===== config.mk =====
export PLATFORM = sky130hd
export DESIGN_NAME = queue_arb_cntrl
export DESIGN_NICKNAME = d
export VERILOG_FILES = /design/src/rtl/queue_arb_cntrl_pkg.sv /design/src/rtl/queue_arb_cntrl_rr.sv /design/src/rtl/queue_arb_cntrl.sv
export SDC_FILE = /design/constraint.sdc
export NUM_CORES = 1
export LEC_CHECK = 0
export ABC_AREA = 1
export ABC_CLOCK_PERIOD_IN_PS = 3600
export CORE_MARGIN = 1.5
export CORE_UTILIZATION = 35
export DETAILED_ROUTE_END_ITERATION = 16
export GPL_ROUTABILITY_DRIVEN = 0
export PLACE_DENSITY = 0.59
export REMOVE_ABC_BUFFERS = 1
export SYNTH_ARGS = -nofsm -noshare
export SYNTH_HDL_FRONTEND = slang
export SYNTH_SLANG_ARGS = --single-unit

===== constraint.sdc =====
create_clock -name clk -period 3.6 [get_ports clk]
set_input_delay 0.72 -clock clk [delete_from_list [all_inputs] [get_ports clk]]
set_output_delay 0.72 -clock clk [all_outputs]
set_load 0.005 [all_outputs]

===== src/rtl/queue_arb_cntrl_pkg.sv =====
// Shared definitions for the queue arbitration controller: FSM states and
// parameter legality helpers.
package queue_arb_cntrl_pkg;

  typedef enum logic {
    RUN   = 1'b0,
    DRAIN = 1'b1
  } q_state_e;

  function automatic bit nreq_legal(input int unsigned n);
    return (n >= 2) && (n <= 8);
  endfunction

  function automatic bit n_legal(input int unsigned n);
    return (n >= 2) && ((n & (n - 1)) == 0);
  endfunction

endpackage


===== src/rtl/queue_arb_cntrl_rr.sv =====
// Round-robin one-hot arbiter: searches upward from i_ptr with wrap and
// grants the first active request when enabled.
module rr_arb #(
  parameter int unsigned NREQ  = 4,
  parameter int unsigned IDX_W = $clog2(NREQ)
) (
  input  logic [NREQ-1:0]  i_req,
  input  logic [IDX_W-1:0] i_ptr,
  input  logic             i_en,
  output logic [NREQ-1:0]  o_gnt
);

  logic w_found;

  always_comb begin
    o_gnt   = '0;
    w_found = 1'b0;
    for (int unsigned k = 0; k < NREQ; k++) begin
      int unsigned idx;
      idx = (32'(i_ptr) + k) % NREQ;
      if (i_en && !w_found && i_req[idx[IDX_W-1:0]]) begin
        o_gnt[idx[IDX_W-1:0]] = 1'b1;
        w_found               = 1'b1;
      end
    end
  end

endmodule


===== src/rtl/queue_arb_cntrl.sv =====
// Shared-queue controller: round-robin enqueue arbitration, wrap-bit pointers,
// registered status and a flush/drain FSM. Storage lives outside this block.
module queue_arb_cntrl
  import queue_arb_cntrl_pkg::*;
#(
  parameter int unsigned NREQ   = 4,
  parameter int unsigned N      = 16,
  parameter int unsigned ADDR_W = $clog2(N),
  parameter int unsigned IDX_W  = $clog2(NREQ)
) (
  input  logic              clk,
  input  logic              rst,
  input  logic [NREQ-1:0]   i_req_vld,
  output logic [NREQ-1:0]   o_req_gnt,
  output logic              o_wen,
  output logic [ADDR_W-1:0] o_wa,
  output logic [IDX_W-1:0]  o_widx,
  output logic              o_deq_vld,
  input  logic              i_deq_rdy,
  output logic              o_ren,
  output logic [ADDR_W-1:0] o_ra,
  input  logic              i_flush,
  output logic              o_flush_done,
  output logic              o_full,
  output logic              o_empty,
  output logic [ADDR_W:0]   o_level
);

  if (!nreq_legal(NREQ)) begin : g_bad_nreq
    $error("queue_arb_cntrl: NREQ must be in 2..8");
  end
  if (!n_legal(N)) begin : g_bad_n
    $error("queue_arb_cntrl: N must be a power of 2 and >= 2");
  end

  q_state_e         r_state, w_state_nxt;
  logic [ADDR_W:0]  r_wa, r_ra, w_wa_nxt, w_ra_nxt;
  logic [ADDR_W:0]  r_level;
  logic             r_full, r_empty;
  logic             r_flush_done, w_flush_done_nxt;
  logic [IDX_W-1:0] r_ptr, w_ptr_nxt, w_widx;
  logic [NREQ-1:0]  w_gnt;
  logic             w_en, w_push, w_pop;

  assign w_en  = !rst && (r_state == RUN) && !r_full;
  assign w_pop = !rst && !r_empty && i_deq_rdy;

  rr_arb #(
    .NREQ  (NREQ),
    .IDX_W (IDX_W)
  ) u_rr_arb (
    .i_req (i_req_vld),
    .i_ptr (r_ptr),
    .i_en  (w_en),
    .o_gnt (w_gnt)
  );

  assign w_push = |w_gnt;

  always_comb begin
    w_widx = '0;
    for (int unsigned i = 0; i < NREQ; i++) begin
      if (w_gnt[i]) w_widx = IDX_W'(i);
    end
  end

  always_comb begin
    w_ptr_nxt = r_ptr;
    if (w_push) w_ptr_nxt = (32'(w_widx) == NREQ - 1) ? '0 : w_widx + 1'b1;
  end

  assign w_wa_nxt = r_wa + (ADDR_W+1)'(w_push);
  assign w_ra_nxt = r_ra + (ADDR_W+1)'(w_pop);

  // The done pulse is issued while still in DRAIN; RUN follows it, so grants
  // resume the cycle after the pulse.
  always_comb begin
    w_state_nxt      = r_state;
    w_flush_done_nxt = 1'b0;
    case (r_state)
      RUN: begin
        if (i_flush) w_state_nxt = DRAIN;
      end
      DRAIN: begin
        if (r_flush_done)  w_state_nxt      = RUN;
        else if (r_empty)  w_flush_done_nxt = 1'b1;
      end
    endcase
  end

  always_ff @(posedge clk) begin
    if (rst) begin
      r_state      <= RUN;
      r_wa         <= '0;
      r_ra         <= '0;
      r_ptr        <= '0;
      r_level      <= '0;
      r_full       <= 1'b0;
      r_empty      <= 1'b1;
      r_flush_done <= 1'b0;
    end else begin
      r_state      <= w_state_nxt;
      r_wa         <= w_wa_nxt;
      r_ra         <= w_ra_nxt;
      r_ptr        <= w_ptr_nxt;
      r_level      <= w_wa_nxt - w_ra_nxt;
      r_full       <= (w_wa_nxt[ADDR_W] != w_ra_nxt[ADDR_W]) &&
                      (w_wa_nxt[ADDR_W-1:0] == w_ra_nxt[ADDR_W-1:0]);
      r_empty      <= (w_wa_nxt == w_ra_nxt);
      r_flush_done <= w_flush_done_nxt;
    end
  end

  assign o_req_gnt    = w_gnt;
  assign o_wen        = w_push;
  assign o_wa         = r_wa[ADDR_W-1:0];
  assign o_widx       = w_widx;
  assign o_deq_vld    = !r_empty;
  assign o_ren        = w_pop;
  assign o_ra         = r_ra[ADDR_W-1:0];
  assign o_flush_done = r_flush_done;
  assign o_full       = r_full;
  assign o_empty      = r_empty;
  assign o_level      = r_level;

endmodule


==> flow_metrics.tcl <==
set metrics [dict create \
    clock_path_buffers 2 \
    layout.nets 252 \
    die_area_mm2 0.00465 \
    h-tree-depth 1 \
    critPathLaunchType "input pin" \
    peakVddDrop_v 0.000289 \
    yosys.area_share.xor_xnor_pct 4.71 \
    antenna_found_initial 0 \
    clk_pin_slew_ns 0.07 \
    ys_types 26 \
    cts_buffers 3 \
    netlist_top_cells_area "dfxtp_1, ha_1, nand2_1" \
    antenna_cells 0 \
    hold_depth 2 \
    drv_slew 0 \
    status "complete, no violations" \
    drt_iter0_drc 33 \
    pin_count 33 \
    grt_pass1_wl_um 5060 \
    cts_hold_buf 0 \
    grt_pass1_vias 1191 \
    grt_max_degree 15 \
    layout_common_cells "clkdlybuf4s50_1, nand2_1, dfxtp_1" \
    slowest_stage "clkdlybuf4s50_1" \
    ant_nets 0 \
    core_mm2 0.00403 \
    layout-area-overhead-vs-synth_pct 31.1 \
    leakage_uw 0.000947 \
    rsz0062_at_grt "false" \
    synth.mux.area_fraction_pct 0 \
    max-slew-margin-rel_pct 76.0 \
    drive_above_1_share_pct 23.0 \
    critPathKind "in -> out" \
    routed_wl_um 2960 \
    reg2regPathDepth 18 \
    cap_viol_max_count 0 \
    routed_via_density 4.48 \
    crit_cells 14 \
    clkLatencyLatePin_ns 0.26 \
    setup_viol 0 \
    clock.fmax_ghz 0.292 \
    synth_top_family_by_area "simple AND/OR/NAND/NOR gates" \
    numPortBuffers 32 \
    finalSetupTns_ns 0 \
    crit_fanout 4 \
    overflow 0 \
    via_count 1237 \
    crit_family "buffers and inverters" \
    power_density_mw_per_mm2 615 \
    dp_hpwl_um 2400 \
    yosys.area_share.simple_pct 36.8 \
    cp.required_ns 2.88 \
    cp_slowest_stage_delay_ns 0.50 \
    postLayoutCoreUtil_pct 48.4 \
    postCtsSetupBuffers 0 \
    initial_utilization_pct 36.9 \
    max_slew.worst_pin.slew_ns 0.358 \
    synth_top_area_cell "dfxtp_1" \
    synth_area_per_cell_um2 7.95 \
    path_cells "clkdlybuf4s50_1 -> inv_2 -> nand2_2 -> nor2_4 -> inv_1 -> nor2_2 -> nand2_1 -> nand2_1 -> inv_2 -> nand3_2 -> nor2_4 -> buf_4 -> inv_1 -> clkdlybuf4s50_1" \
    ys_seq_area_share_pct 28.3 \
    fin_skew_ns 0.00449 \
    netlist_area_mm2 0.00149 \
    wl_per_cell_um 10.7 \
    hold_viol_final 0 \
    die_w_um 68.2 \
    drc 0 \
    cts_tree "done" \
    period_needed_ns 3.42 \
    dr.pass1.iters 4 \
    rows 23 \
    yosys.area_share.adder_pct 14.8 \
    holdWs_ns 0.470 \
    final_common_cell "clkdlybuf4s50_1" \
    cts_root_buffer "clkbuf_8" \
    hold_class "reg -> reg" \
    ys_ff_latch 21 \
    cts_resized 0 \
    end_kind "output port" \
    arrival_ns 2.70 \
    fillers 417 \
    chipHeight_um 68.2 \
    clock-sinks 21 \
    synth_cells 187 \
    gr-usage-all-layers_pct 14.1 \
    yosys_warnings 0 \
    synth_compound_area_share_pct 4.38 \
    yosysTopAreaCellShare_pct 28.3 \
    cp_num_buf_inv 7 \
    fin_crit_sh_pct 95.0 \
]
## sequential cells by signal, indices dropped and copies added, names as in the netlist
name          flops
o_full            1
r_ptr             2
o_flush_done      1
o_empty           1
r_ra              5
r_wa              5
r_state           1
o_level           5
## power by group
| part | internal (µW) | total, µW | switching (µW) | leakage, µW |
|---|---|---|---|---|
| registers | 274 | 292 | 18.3 | 0.000171 |
| logic | 355 | 752 | 397 | 0.000751 |
| clock network | 77.1 | 154 | 77.1 | 0.0000255 |
| total | 706 | 1200 | 492 | 0.000947 |
## final timing paths
path	endpoint	slack (ns)	start
max reg2reg	o_level[4]	0.55	r_ptr[1]
min reg2reg	o_flush_done	0.47	r_state
max	o_widx[1]	0.18	rst
min	o_flush_done	0.47	r_state
## synthesized netlist by cell type, drive strengths merged
master  number
xor2         5
nor2        26
ha          16
nor3         1
a21oi        5
xnor2        3
o21ai        5
nand2       39
clkbuf       1
nand3       25
clkinv       1
nand4        4
o21a         1
inv         25
dfxtp       21
buf          8
fa           1
## worst reg2reg max path, cell delays in order (launching register included)
cell and delay (ns):
dfxtp_1 0.33, inv_1 0.06, ha_1 0.34, inv_1 0.08, nand3_2 0.11, nand2_4 0.07
inv_4 0.07, nor2_8 0.05, nand3_1 0.10, nand3_2 0.11, nor2_2 0.18, nand2_4 0.06
ha_1 0.19, ha_1 0.29, inv_1 0.07, fa_1 0.43, o21ai_0 0.21, o21ai_0 0.12
a21oi_1 0.11
## metrics by stage
step	total power [µW]	std cells	setup WS, ns	cell area (µm²)
6_report	1200	276	0.180	1950
5_1_grt	1320	276	0.0227	1950
4_1_cts	1220	276	0.164	1940
3_5_place_dp	1060	272	-0.00128	1900
3_3_place_gp	1060	272	-0.00282	1900
2_1_floorplan	760	178	0.472	1420
## layout make-up
type	count	area [µm²]	share of cell area, %
inverters	26	100	5.13
clock inverters	1	5.00	0.257
well taps	50	62.6	3.21
flip-flops and latches	21	420	21.6
clock buffers	3	41.3	2.12
multi-input cells	131	910	46.7
repair buffers	44	410	21.1
## cells by family (layout without fill, tap and decap cells)
kind of cell,count (synthesis),count (layout)
AO/OA/AOI/OAI,11,11
XOR/XNOR,8,8
adder cells (fa/ha/maj),17,17
buffers and inverters,35,74
flip-flops,21,21
AND/OR/NAND/NOR,95,95
## metal layers
metal / track usage (%) / share of wire (%) / vias up / wire length [µm]
li1: - / - / 663 / -
met1: 17.0 / 47 / 549 / 1380
met2: 25.1 / 47 / 23 / 1400
met3: 3.13 / 5.6 / 2 / 167
met4: 3.75 / 0.57 / 0 / 17
met5: 0 / 0 / - / 0
Note: power is estimated with default switching activity, not from simulation.
